**config.mk**
```make
export PLATFORM = sky130hd
export DESIGN_NAME = nibble_packer_4out_flat
export DESIGN_NICKNAME = d
export VERILOG_FILES = /design/src/rtl/nibble_packer_4out_if.sv /design/src/rtl/nibble_packer_4out.sv /design/src/flat_wrapper.sv
export SDC_FILE = /design/constraint.sdc
export NUM_CORES = 1
export LEC_CHECK = 0
export CAP_MARGIN = 10
export CORE_UTILIZATION = 44
export DETAILED_ROUTE_END_ITERATION = 12
export PLACE_DENSITY_LB_ADDON = 0.08
export SLEW_MARGIN = 30
export SYNTH_ARGS = -nofsm -noshare
export SYNTH_HDL_FRONTEND = slang
export SYNTH_SLANG_ARGS = --single-unit
```
**constraint.sdc**
```tcl
create_clock -name CLK -period 3 [get_ports CLK]
set_input_delay 0.75 -clock CLK [delete_from_list [all_inputs] [get_ports CLK]]
set_output_delay 0.75 -clock CLK [all_outputs]
set_load 0.01 [all_outputs]
```
**src/rtl/nibble_packer_4out_if.sv**
```systemverilog
// Nibble stream in, packed word out, for nibble_packer_4out.
// MAX_NIBBLE exists only when NIBBLE_PACK_MAX_EN is defined.
interface nibble_packer_4out_if #(
   parameter int NUM_NIBBLES = 4
);
   logic [3:0]               NIB_IN;
   logic                     NIB_VALID;
   logic                     NIB_READY;
   logic                     FLUSH;
   logic [4*NUM_NIBBLES-1:0] NIBBLES;
   logic                     WORD_VALID;
   logic                     WORD_READY;
   logic [3:0]               WORD_FILL;
`ifdef NIBBLE_PACK_MAX_EN
   logic [3:0]               MAX_NIBBLE;
`endif

   modport slave (
      input  NIB_IN, NIB_VALID, FLUSH, WORD_READY,
`ifdef NIBBLE_PACK_MAX_EN
      output MAX_NIBBLE,
`endif
      output NIB_READY, NIBBLES, WORD_VALID, WORD_FILL
   );

   modport master (
      output NIB_IN, NIB_VALID, FLUSH, WORD_READY,
`ifdef NIBBLE_PACK_MAX_EN
      input  MAX_NIBBLE,
`endif
      input  NIB_READY, NIBBLES, WORD_VALID, WORD_FILL
   );
endinterface

```
**src/rtl/nibble_packer_4out.sv**
```systemverilog
// Packs a valid/ready nibble stream into NUM_NIBBLES-wide words with flush/pad.
// Optional NIBBLE_PACK_MAX_EN adds a registered MAX_NIBBLE of the real nibbles.
module nibble_packer_4out #(
   parameter int         NUM_NIBBLES = 4,
   parameter logic [3:0] PAD_NIBBLE  = 4'h0
) (
   input logic                  CLK,
   input logic                  RESET_L,
   nibble_packer_4out_if.slave  bus
);
   localparam int CW = $clog2(NUM_NIBBLES);

   logic [CW-1:0]                cnt;
   logic [NUM_NIBBLES-1:0][3:0]  acc;
   logic [NUM_NIBBLES-1:0][3:0]  merged;
   logic                         last;
   logic                         free;
   logic                         ready;
   logic                         accept;
   logic                         close;
   logic [3:0]                   fill;

   always_comb begin
      last   = (cnt == CW'(NUM_NIBBLES - 1));
      free   = !bus.WORD_VALID || bus.WORD_READY;
      // Only the final slot and flushes wait for the output register.
      ready  = (!last && !bus.FLUSH) ? 1'b1 : free;
      accept = bus.NIB_VALID && ready;
      close  = free && ((accept && last) || (bus.FLUSH && (cnt != '0 || accept)));
      fill   = 4'(cnt) + 4'(accept);
      merged = '0;
      for (int unsigned i = 0; i < NUM_NIBBLES; i++) begin
         if (i < 32'(cnt))
            merged[i] = acc[i];
         else if (i == 32'(cnt) && accept)
            merged[i] = bus.NIB_IN;
         else
            merged[i] = PAD_NIBBLE;
      end
   end

   assign bus.NIB_READY = ready;

`ifdef NIBBLE_PACK_MAX_EN
   logic [3:0] run_max;
   logic [3:0] next_max;

   always_comb begin
      next_max = (accept && (bus.NIB_IN > run_max)) ? bus.NIB_IN : run_max;
   end

   always_ff @(posedge CLK or negedge RESET_L) begin
      if (!RESET_L) begin
         run_max        <= '0;
         bus.MAX_NIBBLE <= '0;
      end else if (close) begin
         run_max        <= '0;
         bus.MAX_NIBBLE <= next_max;
      end else if (accept) begin
         run_max        <= next_max;
      end
   end
`endif

   always_ff @(posedge CLK or negedge RESET_L) begin
      if (!RESET_L) begin
         cnt            <= '0;
         acc            <= '0;
         bus.NIBBLES    <= '0;
         bus.WORD_VALID <= 1'b0;
         bus.WORD_FILL  <= '0;
      end else if (close) begin
         bus.NIBBLES    <= merged;
         bus.WORD_FILL  <= fill;
         bus.WORD_VALID <= 1'b1;
         cnt            <= '0;
         acc            <= '0;
      end else begin
         if (bus.WORD_VALID && bus.WORD_READY)
            bus.WORD_VALID <= 1'b0;
         if (accept) begin
            acc[cnt] <= bus.NIB_IN;
            cnt      <= cnt + CW'(1);
         end
      end
   end
endmodule

```
**src/flat_wrapper.sv**
```systemverilog
// flat-port wrapper written by rule: the top's interface ports become plain ports
module nibble_packer_4out_flat 
#(
   parameter int         NUM_NIBBLES = 4,
   parameter logic [3:0] PAD_NIBBLE  = 4'h0
)
  (CLK, RESET_L, bus_NIB_IN, bus_NIB_VALID, bus_FLUSH, bus_WORD_READY, bus_NIB_READY, bus_NIBBLES, bus_WORD_VALID, bus_WORD_FILL);
  nibble_packer_4out_if #(.NUM_NIBBLES(NUM_NIBBLES)) bus_i ();
  input logic CLK;
  input logic RESET_L;
  input wire logic [$bits(bus_i.NIB_IN)-1:0] bus_NIB_IN;
  input wire logic [$bits(bus_i.NIB_VALID)-1:0] bus_NIB_VALID;
  input wire logic [$bits(bus_i.FLUSH)-1:0] bus_FLUSH;
  input wire logic [$bits(bus_i.WORD_READY)-1:0] bus_WORD_READY;
  output wire logic [$bits(bus_i.NIB_READY)-1:0] bus_NIB_READY;
  output wire logic [$bits(bus_i.NIBBLES)-1:0] bus_NIBBLES;
  output wire logic [$bits(bus_i.WORD_VALID)-1:0] bus_WORD_VALID;
  output wire logic [$bits(bus_i.WORD_FILL)-1:0] bus_WORD_FILL;
  assign bus_i.NIB_IN = bus_NIB_IN;
  assign bus_i.NIB_VALID = bus_NIB_VALID;
  assign bus_i.FLUSH = bus_FLUSH;
  assign bus_i.WORD_READY = bus_WORD_READY;
  assign bus_NIB_READY = bus_i.NIB_READY;
  assign bus_NIBBLES = bus_i.NIBBLES;
  assign bus_WORD_VALID = bus_i.WORD_VALID;
  assign bus_WORD_FILL = bus_i.WORD_FILL;
  nibble_packer_4out #(.NUM_NIBBLES(NUM_NIBBLES), .PAD_NIBBLE(PAD_NIBBLE)) u_core (.CLK(CLK), .RESET_L(RESET_L), .bus(bus_i));
endmodule
```
==> results of run 1 <==
worst max-delay path by stage:
stage	slack, ns	start	endpoint	cells after the start
2_1_floorplan	0.93	u_core.cnt[1]	u_core.bus.WORD_FILL[1]	8
3_3_place_gp	0.18	bus_FLUSH	bus_NIB_READY	4
6_report	0.16	bus_FLUSH	bus_NIB_READY	4
3_5_place_dp	0.16	bus_FLUSH	bus_NIB_READY	4
5_1_grt	0.09	bus_FLUSH	bus_NIB_READY	4
4_1_cts	0.16	bus_FLUSH	bus_NIB_READY	4
cell families after synthesis:
logic type               Yosys count  synth area share [%]
AND/OR/NAND/NOR                   48                  14.2
other                              1                 0.226
XOR/XNOR                           1                 0.528
flip-flops                        34                  51.3
adder cells (fa/ha/maj)            6                  4.52
buffers and inverters             12                  6.03
multiplexers                      12                  7.47
AO/OA/AOI/OAI                     39                  15.8
synthesized netlist by cell type (2+ instances only):
library cell and instances:
dfrtp_1 34, nor2_1 23, a21oi_1 17, mux2i_1 9, a22oi_1 8, nand2_1 8
buf_6 6, ha_1 6, nor2b_1 5, a22o_1 4, a31oi_1 4, nand3_1 4
a21oi_2 3, mux2_2 3, nand2b_1 3, buf_2 2, buf_4 2, inv_1 2
power groups by stage:
| stage | logic, mW | registers, mW | clock network (mW) |
|---|---|---|---|
| after floorplan | 0.430 | 0.797 | 0 |
| after global placement | 0.776 | 0.748 | 0 |
| after detailed placement | 0.799 | 0.760 | 0 |
| after CTS | 0.800 | 0.754 | 0.350 |
| after global routing | 0.876 | 0.775 | 0.368 |
| final | 0.791 | 0.752 | 0.340 |
registers in the layout (all words and copies together) (netlist names):
| signal | count |
|---|---|
| u_core.bus.WORD_FILL | 3 |
| u_core.acc | 12 |
| u_core.bus.NIBBLES | 16 |
| u_core.bus.WORD_VALID | 1 |
| u_core.cnt | 2 |
stage by stage:
| stage | std cells | cell area (um^2) |
|---|---|---|
| 2_1_floorplan | 153 | 1660 |
| 3_3_place_gp | 223 | 1950 |
| 3_5_place_dp | 223 | 1950 |
| 4_1_cts | 231 | 2040 |
| 5_1_grt | 231 | 2040 |
| 6_report | 231 | 2040 |
layout by cell type (no fill, tap or decap), drive strengths merged:
master	count
ha	6
a22oi	8
clkbuf	7
clkdlybuf4s50	29
nor2	23
nand2b	3
o211ai	1
or2	2
clkinv	1
xnor2	1
nand2	8
a21oi	20
inv	2
mux2	3
nor3b	1
a31oi	4
a22o	4
buf	5
conb	1
nor2b	5
and3	1
nand3	4
o2111a	1
dfrtp	34
nand3b	1
mux2i	9
a21boi	1
area by class of cell:
class	count	area (um^2)
clock inverter	1	5.00
fill	317	1430
clock buffer	7	86.3
sequential	34	851
multi-input combinational	107	708
tap	46	57.6
inverter	2	7.51
timing repair buffer	34	328
routing by layer:
layer | vias to the layer above | GRT usage, % | part of all wire [%]
li1 | 593 | - | -
met1 | 585 | 22.5 | 45
met2 | 28 | 33.1 | 51
met3 | 7 | 3.44 | 2.6
met4 | 0 | 8.24 | 1.7
met5 | - | 0 | 0
==> run_summary.xml, run 1 <==
<?xml version="1.0" encoding="UTF-8"?>
<metrics>
  <group name="sta">
    <metric name="report.final.setup_viol" unit="">0</metric>
    <metric name="unrepaired_setup_endpoints_after_global_routing" unit="">no</metric>
    <metric name="share_of_the_cycle_needed_by_the_critical_path_after_routing" unit="%">94.5</metric>
    <metric name="clock-skew-final" unit="ns">0.00705</metric>
    <metric name="layout_setup_ws" unit="ns">0.165</metric>
    <metric name="whs" unit="ns">0.501</metric>
    <metric name="report.final.hold_viol_count" unit="">0</metric>
    <metric name="final-max-slew-violation-count" unit="">0</metric>
    <metric name="period_needed" unit="ns">2.84</metric>
    <metric name="fmax" unit="GHz">0.353</metric>
    <metric name="totalNegativeSetupSlack" unit="ns">0</metric>
  </group>
  <group name="route">
    <metric name="remaining_drc_errors" unit="">0</metric>
    <metric name="drt-vias-per-instance" unit="">5.25</metric>
    <metric name="route.antenna.remaining_nets" unit="">0</metric>
    <metric name="vias" unit="">1213</metric>
    <metric name="drt-total-wl" unit="um">3370</metric>
    <metric name="drtIter0Drc" unit="">74</metric>
    <metric name="routed_wire_length_per_instance" unit="um">14.6</metric>
    <metric name="firstDrtPassIters" unit="">4</metric>
  </group>
  <group name="synthesis">
    <metric name="synth_top_cells_by_area" unit="">dfrtp_1 51%, mux2i_1 5.4%, nor2_1 5.2%</metric>
    <metric name="synth_enable_flop_cells" unit="">0</metric>
    <metric name="netlist_instances" unit="">153</metric>
    <metric name="ys_dominant_reg_cell" unit="">dfrtp_1</metric>
    <metric name="synthesis.area_per_instance" unit="um^2">10.8</metric>
    <metric name="postSynthNetCount" unit="">168</metric>
    <metric name="ys_async_sr_fraction" unit="%">100</metric>
    <metric name="yosys_warnings" unit="">0</metric>
    <metric name="synth-seq-area-share" unit="%">51.3</metric>
    <metric name="synth_cell_type_count" unit="">28</metric>
    <metric name="synth_top_area_cell" unit="">dfrtp_1</metric>
    <metric name="yosysTopAreaCellShare" unit="%">51.3</metric>
    <metric name="synthesis.area" unit="mm^2">0.00166</metric>
    <metric name="synth.ff_latch_count" unit="">34</metric>
  </group>
  <group name="clocking">
    <metric name="cts_post_setup_buffers_inserted" unit="">0</metric>
    <metric name="cts_hold_repair_buffers" unit="">0</metric>
    <metric name="cts.htree.levels" unit="">2</metric>
    <metric name="tritoncts" unit="">yes</metric>
    <metric name="worstSkewPairLatency" unit="ns">0.28</metric>
    <metric name="clk_pin_slew" unit="ns">0.06</metric>
    <metric name="clock-sinks" unit="">34</metric>
    <metric name="root_buffer" unit="">clkbuf_8</metric>
    <metric name="cts_max_path_buffers" unit="">2</metric>
    <metric name="cts-buffers-inserted" unit="">5</metric>
    <metric name="postCtsResizedCells" unit="">0</metric>
  </group>
  <group name="worst_setup_path">
    <metric name="worst_setup_start_kind" unit="">primary input</metric>
    <metric name="path_delay_family" unit="">buffers and inverters</metric>
    <metric name="arrival" unit="ns">2.09</metric>
    <metric name="timing.critical_path.to_type" unit="">output port</metric>
    <metric name="slowest_delay" unit="ns">0.52</metric>
    <metric name="cpMaxStageDelayCell" unit="">clkdlybuf4s50_1</metric>
    <metric name="critical_path.reg2reg.startpoint" unit="">u_core.cnt[1]</metric>
    <metric name="worstPathRequired" unit="ns">2.25</metric>
    <metric name="ff2ff_setup_slack" unit="ns">0.92</metric>
    <metric name="reg2regPathDepth" unit="">6</metric>
    <metric name="timing.critical_path.cells" unit="">clkdlybuf4s50_1, or2_4, nand2_1, clkdlybuf4s50_1</metric>
    <metric name="crit_reg_reg_endpoint" unit="">u_core.bus.WORD_FILL[1]</metric>
    <metric name="worstPathMaxFanout" unit="">4</metric>
    <metric name="crit_path_category" unit="">in2out</metric>
    <metric name="critical-path-top-cell-by-count" unit="">clkdlybuf4s50_1</metric>
    <metric name="crit_buf_inv" unit="">2</metric>
  </group>
  <group name="worst_hold_path">
    <metric name="worst_hold_path.endpoint" unit="">u_core.bus.NIBBLES[12]</metric>
    <metric name="worstHoldPathCells" unit="">1</metric>
    <metric name="timing.hold.worst.class" unit="">reg2reg</metric>
    <metric name="min-delay-start" unit="">u_core.bus.NIBBLES[12]</metric>
  </group>
  <group name="power_and_ir_drop">
    <metric name="logic_gate_share_of_total_power" unit="%">42.0</metric>
    <metric name="power.share.sequential" unit="%">39.9</metric>
    <metric name="power.leakage" unit="nW">0.880</metric>
    <metric name="p_sw" unit="mW">0.646</metric>
    <metric name="sw_frac_of_total" unit="%">34.3</metric>
    <metric name="clockPowerShare" unit="%">18.0</metric>
    <metric name="p_int" unit="mW">1.24</metric>
    <metric name="worst_ir_drop_vdd" unit="mV">0.390</metric>
    <metric name="cellPowerDensity" unit="mW/mm^2">921</metric>
    <metric name="total_power" unit="mW">1.88</metric>
  </group>
  <group name="floorplanning">
    <metric name="die_w" unit="um">63.4</metric>
    <metric name="core_ar" unit="mm^2">0.00347</metric>
    <metric name="dieHeight" unit="um">63.4</metric>
    <metric name="starting_density" unit="%">47.8</metric>
    <metric name="std_cell_rows" unit="">21</metric>
    <metric name="die_area" unit="mm^2">0.00402</metric>
    <metric name="num_io_pins" unit="">31</metric>
  </group>
  <group name="global_routing">
    <metric name="pin_count_of_the_biggest_net_entering_global_routing" unit="">35</metric>
    <metric name="first_global_vias" unit="">1263</metric>
    <metric name="grt_overflow" unit="">0</metric>
    <metric name="grt_first_pass_wirelength" unit="um">5780</metric>
    <metric name="grt_util_all_layers" unit="%">19.0</metric>
    <metric name="antenna_found_initial" unit="">0</metric>
  </group>
  <group name="cells_and_area">
    <metric name="final_util" unit="%">58.9</metric>
    <metric name="layout.nets" unit="">199</metric>
    <metric name="area_delta_synth_final" unit="%">23.2</metric>
    <metric name="final_layout_size_suffix_gt1_share" unit="%">12.4</metric>
    <metric name="inserted_diodes" unit="">0</metric>
  </group>
  <group name="placement">
    <metric name="dp_hpwl" unit="um">2470</metric>
    <metric name="gpl_wtd_cong" unit="">0.824</metric>
    <metric name="dp_slack" unit="ns">0.165</metric>
    <metric name="buffer_ports.inserted" unit="">29</metric>
  </group>
  <group name="run">
    <metric name="cap_violations" unit="">0</metric>
  </group>
  <group name="run_status">
    <metric name="status" unit="">completed</metric>
  </group>
</metrics>
Note: power is estimated with default switching activity, not from simulation.
==> run 2, diff against run 1 <==
Settings changed: RECOVER_POWER from default to 25.
==> run_summary.xml, run 2 (synthesis results as in run 1) <==
<?xml version="1.0" encoding="UTF-8"?>
<metrics>
  <group name="run_status">
    <metric name="status" unit="">complete, but fails checks</metric>
    <metric name="violated_checks" unit="">max-capacitance violations, max-slew violations</metric>
  </group>
  <group name="sta">
    <metric name="fmax" unit="GHz">0.353</metric>
    <metric name="period_needed" unit="ns">2.84</metric>
    <metric name="report.final.setup_viol" unit="">0</metric>
    <metric name="final-max-slew-violation-count" unit="">35</metric>
    <metric name="report.final.hold_viol_count" unit="">0</metric>
    <metric name="totalNegativeSetupSlack" unit="ns">0</metric>
    <metric name="clock-skew-final" unit="ns">0.00705</metric>
    <metric name="unrepaired_setup_endpoints_after_global_routing" unit="">no</metric>
    <metric name="tightestPinTransition" unit="ns">1.81</metric>
    <metric name="share_of_the_cycle_needed_by_the_critical_path_after_routing" unit="%">94.5</metric>
    <metric name="whs" unit="ns">0.501</metric>
    <metric name="timing.slew.headroom" unit="%">-20.9</metric>
  </group>
  <group name="route">
    <metric name="length_of_routed_met3_wiring" unit="um">87</metric>
    <metric name="wl_met1" unit="um">1500</metric>
    <metric name="route.antenna.remaining_nets" unit="">0</metric>
    <metric name="top_layer_used" unit="">met4</metric>
    <metric name="firstDrtPassIters" unit="">4</metric>
    <metric name="dr_wl_met2" unit="um">1730</metric>
    <metric name="drt-total-wl" unit="um">3370</metric>
    <metric name="remaining_drc_errors" unit="">0</metric>
    <metric name="drtIter0Drc" unit="">74</metric>
    <metric name="routed_wire_length_per_instance" unit="um">14.6</metric>
    <metric name="drt-vias-per-instance" unit="">5.25</metric>
    <metric name="vias" unit="">1213</metric>
  </group>
  <group name="clocking">
    <metric name="cts_post_setup_buffers_inserted" unit="">0</metric>
    <metric name="cts_max_path_buffers" unit="">2</metric>
    <metric name="root_buffer" unit="">clkbuf_8</metric>
    <metric name="cts.htree.levels" unit="">2</metric>
    <metric name="tritoncts" unit="">yes</metric>
    <metric name="worstSkewPairLatency" unit="ns">0.28</metric>
    <metric name="cts-buffers-inserted" unit="">5</metric>
    <metric name="clk_pin_slew" unit="ns">0.06</metric>
    <metric name="postCtsResizedCells" unit="">0</metric>
    <metric name="cts_hold_repair_buffers" unit="">0</metric>
    <metric name="clock-sinks" unit="">34</metric>
  </group>
  <group name="floorplanning">
    <metric name="die_area" unit="mm^2">0.00402</metric>
    <metric name="std_cell_rows" unit="">21</metric>
    <metric name="die_w" unit="um">63.4</metric>
    <metric name="dieHeight" unit="um">63.4</metric>
    <metric name="num_io_pins" unit="">31</metric>
    <metric name="core_ar" unit="mm^2">0.00347</metric>
    <metric name="starting_density" unit="%">47.8</metric>
  </group>
  <group name="worst_setup_path">
    <metric name="crit_path_category" unit="">in2out</metric>
    <metric name="timing.critical_path.cells" unit="">clkdlybuf4s50_1, or2_4, nand2_1, clkdlybuf4s50_1</metric>
    <metric name="crit_buf_inv" unit="">2</metric>
    <metric name="worstPathRequired" unit="ns">2.25</metric>
    <metric name="arrival" unit="ns">2.09</metric>
    <metric name="path_delay_family" unit="">buffers and inverters</metric>
    <metric name="critical-path-top-cell-by-count" unit="">clkdlybuf4s50_1</metric>
    <metric name="timing.critical_path.to_type" unit="">output port</metric>
    <metric name="worstPathMaxFanout" unit="">4</metric>
    <metric name="cpMaxStageDelayCell" unit="">clkdlybuf4s50_1</metric>
    <metric name="slowest_delay" unit="ns">0.52</metric>
    <metric name="worst_setup_start_kind" unit="">primary input</metric>
  </group>
  <group name="power_and_ir_drop">
    <metric name="worst_ir_drop_vdd" unit="mV">0.390</metric>
    <metric name="cellPowerDensity" unit="mW/mm^2">922</metric>
    <metric name="power.leakage" unit="nW">0.877</metric>
  </group>
  <group name="cells_and_area">
    <metric name="area_delta_synth_final" unit="%">22.9</metric>
    <metric name="regMostFlops" unit="">u_core.bus.NIBBLES</metric>
    <metric name="layout_common_cells" unit="">34 x dfrtp_1, 28 x clkdlybuf4s50_1, 23 x nor2_1</metric>
    <metric name="largest_register_ffs" unit="">16</metric>
    <metric name="inserted_diodes" unit="">0</metric>
    <metric name="layout.nets" unit="">199</metric>
    <metric name="layout_top_registers" unit="">u_core.bus.NIBBLES: 16 flops, u_core.acc: 12 flops, u_core.bus.WORD_FILL: 3 flops</metric>
    <metric name="layout.cells.most_common" unit="">dfrtp_1</metric>
    <metric name="final_layout_size_suffix_gt1_share" unit="%">11.9</metric>
  </group>
  <group name="placement">
    <metric name="dp_hpwl" unit="um">2470</metric>
    <metric name="gpl_wtd_cong" unit="">0.824</metric>
    <metric name="buffer_ports.inserted" unit="">29</metric>
  </group>
  <group name="worst_hold_path">
    <metric name="timing.hold.worst.class" unit="">reg2reg</metric>
  </group>
  <group name="run">
    <metric name="cap_violations" unit="">1</metric>
  </group>
  <group name="global_routing">
    <metric name="grt_util_all_layers" unit="%">19.0</metric>
    <metric name="first_global_vias" unit="">1263</metric>
    <metric name="grt_first_pass_wirelength" unit="um">5780</metric>
    <metric name="pin_count_of_the_biggest_net_entering_global_routing" unit="">35</metric>
    <metric name="grt_overflow" unit="">0</metric>
    <metric name="antenna_found_initial" unit="">0</metric>
  </group>
</metrics>
-- run 2: area by class of cell --
type | count | area (um^2)
tap | 46 | 57.6
clock inverter | 1 | 5.00
multi-input combinational | 107 | 708
inverter | 2 | 7.51
timing repair buffer | 34 | 324
clock buffer | 7 | 86.3
sequential | 34 | 851
fill | 319 | 1430
-- run 2: power by group --
group	leakage [nW]	switching, mW	internal, mW
Combinational	0.394	0.380	0.410
Sequential	0.435	0.111	0.641
Clock	0.0482	0.155	0.185
Total	0.877	0.646	1.24
-- run 2: layer usage --
layer  GRT usage [%]  up-vias
li1                -      593
met1            22.5      585
met3            3.44        7
met2            33.1       28
met4            8.24        0
met5               0        -
-- run 2: worst paths after layout --
check | startpoint | end | slack, ns | cells after the start
worst max-delay path | bus_FLUSH | bus_NIB_READY | 0.16 | 4
worst min-delay path | u_core.bus.NIBBLES[12] | u_core.bus.NIBBLES[12] | 0.50 | 1
worst max register to register | u_core.cnt[1] | u_core.bus.WORD_FILL[1] | 0.92 | 6
worst min register to register | u_core.bus.NIBBLES[12] | u_core.bus.NIBBLES[12] | 0.50 | 1
max in group asynchronous | RESET_L | u_core.acc[3] | 0.46 | 2
min in group asynchronous | RESET_L | u_core.bus.WORD_FILL[2] | 1.50 | 2
-- run 2: per-stage QoR --
stage	cell area (um^2)	power (mW)	setup slack (ns)	util, %	instances
floorplan	1660	1.23	0.931	-	153
finish	2040	1.88	0.165	58.8	231
global placement	1950	1.52	0.180	56.3	223
detailed placement	1950	1.56	0.165	56.3	223
CTS	2040	1.90	0.160	58.9	231
global route	2040	2.02	0.0722	58.8	231
